--- src/rtl/ddmtd_pkg.sv ---
// -----------------------------------------------------------------------------
// ddmtd_pkg
//   Shared definitions for the DDMTD helper-clock loop: sequencer state codes,
//   default phase-error width and the default loop-filter gain shifts used by
//   both the lock sequencer and the loop filter instantiation.
// -----------------------------------------------------------------------------
package ddmtd_pkg;

    // Default phase-error width coming out of the DDMTD sampler (signed).
    localparam int ERR_W_DEF  = 18;
    localparam int SH_W_DEF   = 4;

    // Default loop-filter gain shifts: wide loop while acquiring, narrow
    // loop while tracking.
    localparam int KP_ACQ_DEF = 2;
    localparam int KI_ACQ_DEF = 8;
    localparam int KP_TRK_DEF = 4;
    localparam int KI_TRK_DEF = 10;

    // Sequencer states; the encoding is visible on state_o.
    typedef enum logic [2:0] {
        ST_IDLE     = 3'd0,
        ST_CLEAR    = 3'd1,
        ST_ACQUIRE  = 3'd2,
        ST_TRACK    = 3'd3,
        ST_HOLDOVER = 3'd4
    } state_t;

    // The NCO follows the loop filter only while the loop is closed.
    function automatic logic loop_running(input state_t s);
        return (s == ST_ACQUIRE) || (s == ST_TRACK);
    endfunction

endpackage

--- src/rtl/err_window_cmp.sv ---
// -----------------------------------------------------------------------------
// err_window_cmp
//   Combinational lock-window test on a signed phase error:
//   in_win = |phase_err| <= LOCK_THR.
//   The magnitude is formed one bit wider than the input so the most negative
//   code does not fold back onto itself; that code is always reported as out
//   of window regardless of the threshold.
//
// Ports:
//   phase_err  in  ERR_W  signed phase error
//   in_win     out 1      error magnitude is inside the lock window
// -----------------------------------------------------------------------------
module err_window_cmp #(
    parameter int ERR_W    = 18,
    parameter int LOCK_THR = 64
) (
    input  logic [ERR_W-1:0] phase_err,
    output logic             in_win
);

    localparam logic [ERR_W:0]   THR     = (ERR_W+1)'(LOCK_THR);
    localparam logic [ERR_W-1:0] MOST_NEG = {1'b1, {(ERR_W-1){1'b0}}};

    logic [ERR_W:0] err_ext;
    logic [ERR_W:0] err_abs;
    logic           is_most_neg;

    // NOTE: every signal written in always_comb is given a value on every
    // path (here, unconditionally) so no latch can be inferred.
    always_comb begin
        err_ext     = {phase_err[ERR_W-1], phase_err};
        err_abs     = phase_err[ERR_W-1] ? (~err_ext + 1'b1) : err_ext;
        is_most_neg = (phase_err == MOST_NEG);
        in_win      = !is_most_neg && (err_abs <= THR);
    end

endmodule

--- src/rtl/ddmtd_lock_ctrl.sv ---
// -----------------------------------------------------------------------------
// ddmtd_lock_ctrl
//   Lock sequencer for the DDMTD helper-clock loop. Runs the loop through
//   CLEAR (integrator cleared, NCO held), ACQUIRE (wide gains) and TRACK
//   (narrow gains), and drops into HOLDOVER when beat samples stop arriving.
//   All outputs are registered and follow the state entered on the same edge.
//
// Ports:
//   clk          in  1      system clock
//   rst_n        in  1      asynchronous active-low reset
//   ena          in  1      global enable; 0 freezes everything (loss_pulse -> 0)
//   loop_en      in  1      closed-loop request; 0 forces IDLE
//   phase_valid  in  1      one-cycle strobe from the sampler
//   phase_err    in  ERR_W  signed phase error, qualified by phase_valid
//   lf_clear     out 1      synchronous clear of the loop-filter integrator
//   nco_hold     out 1      freeze NCO control input
//   kp_sh        out SH_W   proportional gain shift
//   ki_sh        out SH_W   integral gain shift
//   locked       out 1      lock indicator
//   loss_pulse   out 1      one-cycle pulse when lock is lost from TRACK
//   state_o      out 3      current state code
// -----------------------------------------------------------------------------
module ddmtd_lock_ctrl
    import ddmtd_pkg::*;
#(
    parameter int ERR_W      = ERR_W_DEF,
    parameter int SH_W       = SH_W_DEF,
    parameter int LOCK_THR   = 64,
    parameter int LOCK_CNT   = 16,
    parameter int UNLOCK_CNT = 4,
    parameter int CLEAR_CYC  = 4,
    parameter int WDOG_W     = 16,
    parameter int KP_ACQ     = KP_ACQ_DEF,
    parameter int KI_ACQ     = KI_ACQ_DEF,
    parameter int KP_TRK     = KP_TRK_DEF,
    parameter int KI_TRK     = KI_TRK_DEF
) (
    input  logic             clk,
    input  logic             rst_n,
    input  logic             ena,
    input  logic             loop_en,
    input  logic             phase_valid,
    input  logic [ERR_W-1:0] phase_err,
    output logic             lf_clear,
    output logic             nco_hold,
    output logic [SH_W-1:0]  kp_sh,
    output logic [SH_W-1:0]  ki_sh,
    output logic             locked,
    output logic             loss_pulse,
    output logic [2:0]       state_o
);

    localparam int WIN_W  = $clog2(LOCK_CNT + 1);
    localparam int MISS_W = $clog2(UNLOCK_CNT + 1);
    localparam int CLR_W  = $clog2(CLEAR_CYC + 1);

    // Each counter acts on the value it holds when the deciding event
    // arrives, so the "last" constant is one below the target count.
    localparam logic [WIN_W-1:0]  WIN_LAST  = WIN_W'(LOCK_CNT - 1);
    localparam logic [MISS_W-1:0] MISS_LAST = MISS_W'(UNLOCK_CNT - 1);
    localparam logic [CLR_W-1:0]  CLR_LAST  = CLR_W'(CLEAR_CYC - 1);
    // Timeout fires on the idle cycle that would carry the watchdog to
    // 2^WDOG_W-1.
    localparam logic [WDOG_W-1:0] WDOG_LAST = {{(WDOG_W-1){1'b1}}, 1'b0};

    localparam logic [SH_W-1:0] KP_ACQ_V = SH_W'(KP_ACQ);
    localparam logic [SH_W-1:0] KI_ACQ_V = SH_W'(KI_ACQ);
    localparam logic [SH_W-1:0] KP_TRK_V = SH_W'(KP_TRK);
    localparam logic [SH_W-1:0] KI_TRK_V = SH_W'(KI_TRK);

    state_t state, state_nxt;

    logic [WIN_W-1:0]  win_cnt,  win_nxt;
    logic [MISS_W-1:0] miss_cnt, miss_nxt;
    logic [CLR_W-1:0]  clr_cnt,  clr_nxt;
    logic [WDOG_W-1:0] wdog_cnt, wdog_nxt;

    logic             lf_clear_nxt;
    logic             nco_hold_nxt;
    logic [SH_W-1:0]  kp_nxt;
    logic [SH_W-1:0]  ki_nxt;
    logic             locked_nxt;
    logic             loss_nxt;

    logic in_win;

    err_window_cmp #(
        .ERR_W    (ERR_W),
        .LOCK_THR (LOCK_THR)
    ) u_win (
        .phase_err (phase_err),
        .in_win    (in_win)
    );

    // ---------------------------------------------------------------------
    // Next-state and counter logic
    // ---------------------------------------------------------------------
    always_comb begin
        state_nxt = state;
        win_nxt   = win_cnt;
        miss_nxt  = miss_cnt;
        clr_nxt   = clr_cnt;
        wdog_nxt  = wdog_cnt;

        case (state)
            ST_IDLE: begin
                if (loop_en) state_nxt = ST_CLEAR;
            end

            // Samples are ignored here: only the dwell time matters.
            ST_CLEAR: begin
                if (clr_cnt == CLR_LAST) state_nxt = ST_ACQUIRE;
                else                     clr_nxt   = clr_cnt + 1'b1;
            end

            ST_ACQUIRE: begin
                if (phase_valid) begin
                    wdog_nxt = '0;
                    if (!in_win)                  win_nxt   = '0;
                    else if (win_cnt == WIN_LAST) state_nxt = ST_TRACK;
                    else                          win_nxt   = win_cnt + 1'b1;
                end else if (wdog_cnt == WDOG_LAST) begin
                    state_nxt = ST_HOLDOVER;
                end else begin
                    wdog_nxt = wdog_cnt + 1'b1;
                end
            end

            ST_TRACK: begin
                if (phase_valid) begin
                    wdog_nxt = '0;
                    if (in_win)                     miss_nxt  = '0;
                    else if (miss_cnt == MISS_LAST) state_nxt = ST_ACQUIRE;
                    else                            miss_nxt  = miss_cnt + 1'b1;
                end else if (wdog_cnt == WDOG_LAST) begin
                    state_nxt = ST_HOLDOVER;
                end else begin
                    wdog_nxt = wdog_cnt + 1'b1;
                end
            end

            // The sample that ends holdover restarts the loop; its error is
            // not window-tested.
            ST_HOLDOVER: begin
                if (phase_valid) state_nxt = ST_CLEAR;
            end

            default: state_nxt = ST_IDLE;
        endcase

        // Dropping the loop request overrides every other transition.
        if (!loop_en) state_nxt = ST_IDLE;

        // Every phase starts with fresh counters. Since each counter leaves
        // its state once it hits its last value, none can wrap.
        if (state_nxt != state) begin
            win_nxt  = '0;
            miss_nxt = '0;
            clr_nxt  = '0;
            wdog_nxt = '0;
        end
    end

    // ---------------------------------------------------------------------
    // Output decode from the state being entered
    // ---------------------------------------------------------------------
    always_comb begin
        lf_clear_nxt = (state_nxt == ST_CLEAR);
        nco_hold_nxt = !loop_running(state_nxt);
        locked_nxt   = (state_nxt == ST_TRACK);
        loss_nxt     = (state == ST_TRACK) &&
                       (state_nxt == ST_ACQUIRE || state_nxt == ST_HOLDOVER);

        kp_nxt = KP_ACQ_V;
        ki_nxt = KI_ACQ_V;
        case (state_nxt)
            ST_TRACK: begin
                kp_nxt = KP_TRK_V;
                ki_nxt = KI_TRK_V;
            end
            // Holdover keeps whatever gains the loop was running with.
            ST_HOLDOVER: begin
                kp_nxt = kp_sh;
                ki_nxt = ki_sh;
            end
            default: ;
        endcase
    end

    // ---------------------------------------------------------------------
    // State, counter and output registers
    // ---------------------------------------------------------------------
    // NOTE: sequential state uses non-blocking assignments so every register
    // samples the pre-edge values, independent of statement order.
    always_ff @(posedge clk or negedge rst_n) begin
        if (!rst_n) begin
            state      <= ST_IDLE;
            win_cnt    <= '0;
            miss_cnt   <= '0;
            clr_cnt    <= '0;
            wdog_cnt   <= '0;
            lf_clear   <= 1'b0;
            nco_hold   <= 1'b1;
            kp_sh      <= KP_ACQ_V;
            ki_sh      <= KI_ACQ_V;
            locked     <= 1'b0;
            loss_pulse <= 1'b0;
        end else if (ena) begin
            state      <= state_nxt;
            win_cnt    <= win_nxt;
            miss_cnt   <= miss_nxt;
            clr_cnt    <= clr_nxt;
            wdog_cnt   <= wdog_nxt;
            lf_clear   <= lf_clear_nxt;
            nco_hold   <= nco_hold_nxt;
            kp_sh      <= kp_nxt;
            ki_sh      <= ki_nxt;
            locked     <= locked_nxt;
            loss_pulse <= loss_nxt;
        end else begin
            // Frozen, but a pulse must not be stretched across the freeze.
            loss_pulse <= 1'b0;
        end
    end

    assign state_o = state;

endmodule

--- config.mk ---
export PLATFORM = sky130hd
export DESIGN_NAME = ddmtd_lock_ctrl
export DESIGN_NICKNAME = d
export VERILOG_FILES = /design/src/rtl/ddmtd_pkg.sv /design/src/rtl/err_window_cmp.sv /design/src/rtl/ddmtd_lock_ctrl.sv
export SDC_FILE = /design/constraint.sdc
export NUM_CORES = 1
export LEC_CHECK = 0
export ABC_AREA = 1
export CAP_MARGIN = 15
export CELL_PAD_IN_SITES_DETAIL_PLACEMENT = 2
export CELL_PAD_IN_SITES_GLOBAL_PLACEMENT = 2
export CORE_MARGIN = 2
export CORE_UTILIZATION = 28
export CTS_CLUSTER_SIZE = 24
export DETAILED_ROUTE_END_ITERATION = 7
export PLACE_DENSITY_LB_ADDON = 0.3
export SETUP_SLACK_MARGIN = 0.4
export SLEW_MARGIN = 0
export SYNTH_ARGS = -nofsm -noshare
export SYNTH_HDL_FRONTEND = slang
export SYNTH_HIERARCHICAL = 1
export SYNTH_SLANG_ARGS = --single-unit
--- constraint.sdc ---
create_clock -name clk -period 2.3 [get_ports clk]
set_clock_uncertainty 0.15 [all_clocks]
set_input_delay 0.69 -clock clk [delete_from_list [all_inputs] [get_ports clk]]
set_output_delay 0.69 -clock clk [all_outputs]
set_load 0.02 [all_outputs]
## Word level (Yosys, flattened, before mapping)

Cells that the tools add are included.

- Register bits: 42
- Bits of input ports: 23
- Logic and storage cells: 87

- Add/subtract/negate cells: 5
- Order comparisons: 1
- Eq/ne operators: 18
- Multiplexer cells: 32
- Bitwise logic cells: 2
- Reductions and logical operators: 18

Operator list:

| kind | count |
|---|---|
| two-way mux 16 bit | 4 |
| two-way mux 3 bit | 18 |
| two-way mux 5 bit | 5 |
| adder 19 x 1 -> 19 bit (second input constant) | 1 |
| less-or-equal comparator 19 x 7 -> 1 bit (second input constant) | 1 |
| two-way mux 19 bit | 1 |
| inverter 19 bit | 1 |
| equality test 18 bit (second input constant) | 1 |
| equality test 3 x 2 -> 1 bit (second input constant) | 6 |
| adder 16 x 1 -> 16 bit (second input constant) | 1 |
| equality test 16 bit (second input constant) | 1 |
| one-hot mux 4 bit (2 select lines) | 2 |
| one-hot mux 3 bit (5 select lines) | 1 |
| nonzero test 2 bit | 5 |
| != test 3 x 2 -> 1 bit (second input constant) | 3 |
| AND reduction 4 bit | 2 |
| adder 3 x 1 -> 3 bit (second input constant) | 2 |
| equality test 3 x 1 -> 1 bit (second input constant) | 2 |
| equality test 3 bit (second input constant) | 2 |
| AND reduction 3 bit | 2 |
| adder 5 x 1 -> 5 bit (second input constant) | 1 |
| equality test 5 x 4 -> 1 bit (second input constant) | 1 |
| logical NOT 3 bit | 1 |
| != test 3 bit | 1 |
| other kinds (8) | 11 |

## Depth between registers and ports, before layout

- Word-level depth: 13
- Gate-level depth with buffers: 28

## Modules after synthesis

Netlist, hierarchy kept.

Modules (own cells, without submodules):

| module | instances | cells an instance | area an instance (um^2) | seq. area each (um^2) |
|---|---|---|---|---|
| ddmtd_lock_ctrl | 1 | 320 | 2,418.6 | 903.4 |
| err_window_cmp | 1 | 114 | 554.3 | 0.0 |

## Worst setup path before layout

OpenSTA, ideal clock, no wires.

- Path kind: input port to flip-flop
- Start: in phase_err[2]
- End: reg wdog_cnt[10]
- Library setup time: 117 ps
- Arrival time: 2,809 ps
- Path slack: -776 ps
- Cell stages on the path: 22
- Path through: nor2_4 -> nand2_4 -> nor2_4 -> nand2_2 -> nand2_2 -> nand3b_1 -> nand2_1 -> nand3_1 -> nor2_2 -> inv_1 -> nand2_1 -> a21oi_1 -> a22oi_1 -> nand2_1 -> a21oi_1 -> nor2_4 -> nand2_4 -> buf_8 -> inv_8 -> buf_8 -> nand4_1 -> nand2_1

- Cells in the longest elaborated chain, start to end: 12

RTL lines:

| item | line | source |
|---|---|---|
| from (decl) | ddmtd_lock_ctrl.sv:43 | `input logic [ERR_W-1:0] phase_err,` |
| inverter 19 bit | err_window_cmp.sv:32 | `err_abs = phase_err[ERR_W-1] ? (~err_ext + 1'b1) : err_ext;` |
| adder 19 x 1 -> 19 bit | err_window_cmp.sv:32 |  |
| two-way mux 19 bit | err_window_cmp.sv:32 |  |
| less-or-equal comparator 19 x 7 -> 1 bit | err_window_cmp.sv:34 | `in_win = !is_most_neg && (err_abs <= THR);` |
| logical AND 1 bit (*) | err_window_cmp.sv:34 |  |
| named net in_win | ddmtd_lock_ctrl.sv:85 | `logic in_win;` |
| two-way mux 3 bit, on equally long branches | ddmtd_lock_ctrl.sv:132, ddmtd_lock_ctrl.sv:119 |  |
| two-way mux 3 bit, on equally long branches | ddmtd_lock_ctrl.sv:130, ddmtd_lock_ctrl.sv:117 |  |
| one-hot mux 3 bit (5 select lines) (*) | ddmtd_lock_ctrl.sv:105 | `case (state)` |
| two-way mux 3 bit (*) | ddmtd_lock_ctrl.sv:152 | `if (!loop_en) state_nxt = ST_IDLE;` |
| != test 3 bit (*) | ddmtd_lock_ctrl.sv:156 | `if (state_nxt != state) begin` |
| != test 3 x 2 -> 1 bit (no source line) or nonzero test 2 bit (tied branches) | -- |  |
| AND reduction 3 bit (no source line) | -- |  |
| to (signal assigned) | ddmtd_lock_ctrl.sv:213 | `wdog_cnt <= wdog_nxt;` |
| to (decl) | ddmtd_lock_ctrl.sv:76 | `logic [WDOG_W-1:0] wdog_cnt, wdog_nxt;` |

Mark *: on every way through the listed nets, which the timed path passes. The rest lies on a longest branch.
A chain may end at the register's enable or synchronous reset.

## Worst setup path in the final report

- Start: in phase_err[5]
- End: reg wdog_cnt[2]

Same word-level chain as after synthesis.

==> impl_metrics.csv <==
group,metric,value,unit
floorplanning,num_rows,37,
detailed_routing,viasPerCell,4.932,
final_layout,multi_input_area,2111,um2
outcome,status,"complete, but fails checks",
timing,worst_slack,-1.009,ns
global_route,grt_pass1_wl,19060,um
run,drv_cap,0,
pwr,power_leakage,2.166,nW
yosys,netlist_area,2973,um2
timing,tightest_slew,0.5100,ns
timing,fin_crit,3.309,ns
timing,rsz0062_at_grt,"yes",
timing,slew_headroom,0.6600,
worst_setup_path,critPathCaptureType,"register",
detailed_routing,wire_per_inst,18.98,um
yosys,syn_inst,434,
pwr,power.total,1.768,mW
yosys,synthArstFlopShare,1.000,
worst_setup_path,path_max_fanout,10,
pwr,p_sw_frac,0.3713,
floorplanning,core,10320,um2
pwr,intPower,1.111,mW
clock_tree,cts_buffers,5,
final_layout,area_growth,45.50,%
detailed_routing,drt-total-wl,12600,um
clock_tree,clockRootBuffer,"clkbuf_8",
timing,final_max_slew_viol_count,0,
placement,place_inst,638,
final_layout,drive_gt1_frac,0.4129,
placement,post-place-ws,-1.589,ns
worst_setup_path,timing.rr.start,"win_cnt[1]",
floorplanning,die-width,107.0,um
detailed_routing,ant_nets,0,
yosys,synth.distinct_cells,39,
placement,place_congestion,0.7766,
yosys,synth_edf_count,0,
global_route,overflow,0,
pwr,switchingPower,656.3,uW
floorplanning,die_area,11460,um2
yosys,synth_seq_cells,36,
yosys,synth_area_per_cell,6.850,um2
global_route,grt_max_degree,37,
detailed_routing,drtPass1Iterations,6,
worst_setup_path,critPathLaunchType,"primary input",
clock_tree,cts_buffer_depth,2,
placement,place_hpwl,7605,um
global_route,grt_pass1_vias,3631,
timing,finalSetupViolations,35,
worst_hold_path,hp-class,"in2async",
final_layout,diodes,0,
yosys,synth_commonest_cells,"135 x nand2_1, 52 x nor2_1, 38 x inv_1",
global_route,track_usage,0.2093,
floorplanning,pin_count,38,
detailed_routing,vias,3275,
worst_setup_path,critPathKind,"in2reg",
timing,final_hold_viol_count,0,
pwr,power_density,408.6,nW/um2
detailed_routing,initialDrtViolationCount,150,
final_layout,register_area,905.9,um2
final_layout,fillCellCount,1192,
yosys,yosysSeqAreaShare,0.3039,
pwr,peakVddDrop,0.1760,mV
pwr,seq_power_share,0.381,
worst_setup_path,critical_path_required,2.33,ns
clock_tree,cts_tree,"built",
outcome,failed_checks,"negative setup slack",
timing,fmax,0.3022,GHz
yosys,yosys_warnings,6,
worst_setup_path,cp.arrival,3.34,ns
yosys,yosysTopAreaCellShare,0.2862,
timing,holdWs,0.3018,ns
yosys,yosys_most_used_dff,"dfrtp_1",
detailed_routing,drc,0,
clock_tree,hold_buffers,0,
pwr,comb_power_share,0.349,
floorplanning,initial_utilization,0.2880,
worst_setup_path,r2r_slack,-0.39,ns
worst_setup_path,r2r_end,"wdog_cnt[2]",
yosys,yosysMostFrequentCell,"nand2_1",
clock_tree,clk_latency,0.29,ns
pwr,clkPwrFrac,0.270,
clock_tree,cts.sinks,36,
final_layout,fin_nets,558,
worst_setup_path,reg2reg_depth,16,
floorplanning,die_h,107.0,um
yosys,synth.area.top_cells,"dfrtp_1 29%, nand2_1 17%, nor2_1 6.6%, nand4_1 6.3%, inv_1 4.8%",
placement,port_buffers,32,
clock_tree,cts-htree-levels,2,
global_route,grt_antenna_before_repair,0,
yosys,synth_top_area_cell,"dfrtp_1",
final_layout,final_cells,664,
clock_tree,clk_pin_slew,0.08,ns
timing,min_period_over_period,1.439,
==> worst max-delay path, cell delays in order <==
cell	delay, ns
buf_8	0.11
nor2_4	0.12
nand2_2	0.09
nor2_4	0.18
nand2_2	0.09
nand3b_1	0.11
nand3_2	0.11
nor2_4	0.13
nand2_2	0.08
nor2_4	0.18
buf_4	0.15
a21oi_4	0.07
nor2_2	0.12
nand2_1	0.08
nand2_1	0.09
nand2_1	0.07
nand2_2	0.11
nand2_4	0.08
nand2_2	0.08
nand2_4	0.06
nand2_4	0.09
buf_4	0.20
inv_8	0.06
nand4_1	0.11
nand2_2	0.07
==> metrics by stage <==
stage	util	TNS [ns]	cell area, um2
2_1_floorplan	-	-19.73	2999
3_3_place_gp	0.3637	-47.70	3755
3_5_place_dp	0.3637	-52.62	3755
4_1_cts	0.3995	-26.26	4124
5_1_grt	0.4190	-37.23	4325
6_report	0.4190	-31.15	4325
==> sequential cells by signal, indices dropped and copies added (netlist names) <==
signal,flops
state_o,3
loss_pulse,1
locked,1
lf_clear,1
nco_hold,1
clr_cnt,3
kp_sh,1
win_cnt,5
miss_cnt,3
wdog_cnt,16
ki_sh,1
==> layer usage <==
layer | part of all wire | GRT usage | wire length (um) | up-vias
met5 | 0 | 0 | 0 | -
met4 | 0.012 | 0.03154 | 155 | 0
met3 | 0.013 | 0.02067 | 170 | 14
met2 | 0.53 | 0.3929 | 6727 | 29
met1 | 0.44 | 0.2616 | 5549 | 1668
li1 | - | - | - | 1564
==> power groups by stage <==
stage	Combinational (mW)	Sequential (mW)	Clock, mW
floorplan	0.259	0.684	0
global placement	0.432	0.682	0
detailed placement	0.452	0.685	0
CTS	0.551	0.670	0.492
global route	0.668	0.676	0.518
finish	0.616	0.673	0.478
==> placed cells by master (no fill, tap or decap), drive strengths merged, types with 2 or more instances in the layout <==
cell type / Yosys / layout
nor3: 3 / 3
o21ai: 10 / 10
dfstp: 2 / 2
clkdlybuf4s15: 0 / 2
xor2: 10 / 10
conb: 2 / 5
nor2: 66 / 66
nand3: 29 / 30
clkbuf: 2 / 6
xnor2: 5 / 5
dfrtp: 34 / 34
buf: 18 / 89
or2: 5 / 5
inv: 45 / 46
dlygate4sd2: 0 / 6
a21oi: 5 / 5
clkinv: 1 / 4
nand3b: 3 / 3
nand2: 149 / 149
clkdlybuf4s50: 0 / 2
ha: 8 / 8
nand4: 30 / 30
==> cell type report <==
cell class | count | share of cell area
clock buffer | 5 | 0.01591
clock inverter | 3 | 0.004339
inverter | 46 | 0.04223
multi-input combinational | 336 | 0.4880
sequential | 36 | 0.2094
tap | 136 | 0.03934
timing repair buffer | 101 | 0.1981
timing repair inverter | 1 | 0.002603
==> logic make-up after synthesis <==
| group | count (synthesis) | synth area share |
|---|---|---|
| and+or+nand+nor | 286 | 0.4579 |
| buffers and inverters | 66 | 0.1119 |
| DFF | 36 | 0.3039 |
| AOI/OAI and AO/OA | 21 | 0.04588 |
| xor gates and xnor gates | 15 | 0.04419 |
| adders and majority gates | 8 | 0.03367 |
| other | 2 | 0.002526 |
==> timing repair <==
item / in CTS / in global routing
gates cloned: 3 / 0
buffers inserted: 11 / 4
resized for setup: 164 / 56
pin swaps: 44 / 24
endpoints found under the setup margin: 46 / 38
==> worst max-delay path by stage <==
stage | startpoint | end | slack [ns] | depth (start not counted)
4_1_cts | phase_err[3] | wdog_cnt[0] | -0.88 | 25
5_1_grt | phase_err[5] | wdog_cnt[2] | -1.19 | 27
3_3_place_gp | phase_err[7] | win_cnt[4] | -1.46 | 27
6_report | phase_err[5] | wdog_cnt[2] | -1.01 | 25
2_1_floorplan | phase_err[7] | clr_cnt[2] | -0.71 | 25
3_5_place_dp | phase_err[7] | wdog_cnt[1] | -1.59 | 25
No activity file was read; power rests on OpenSTA's default activity.
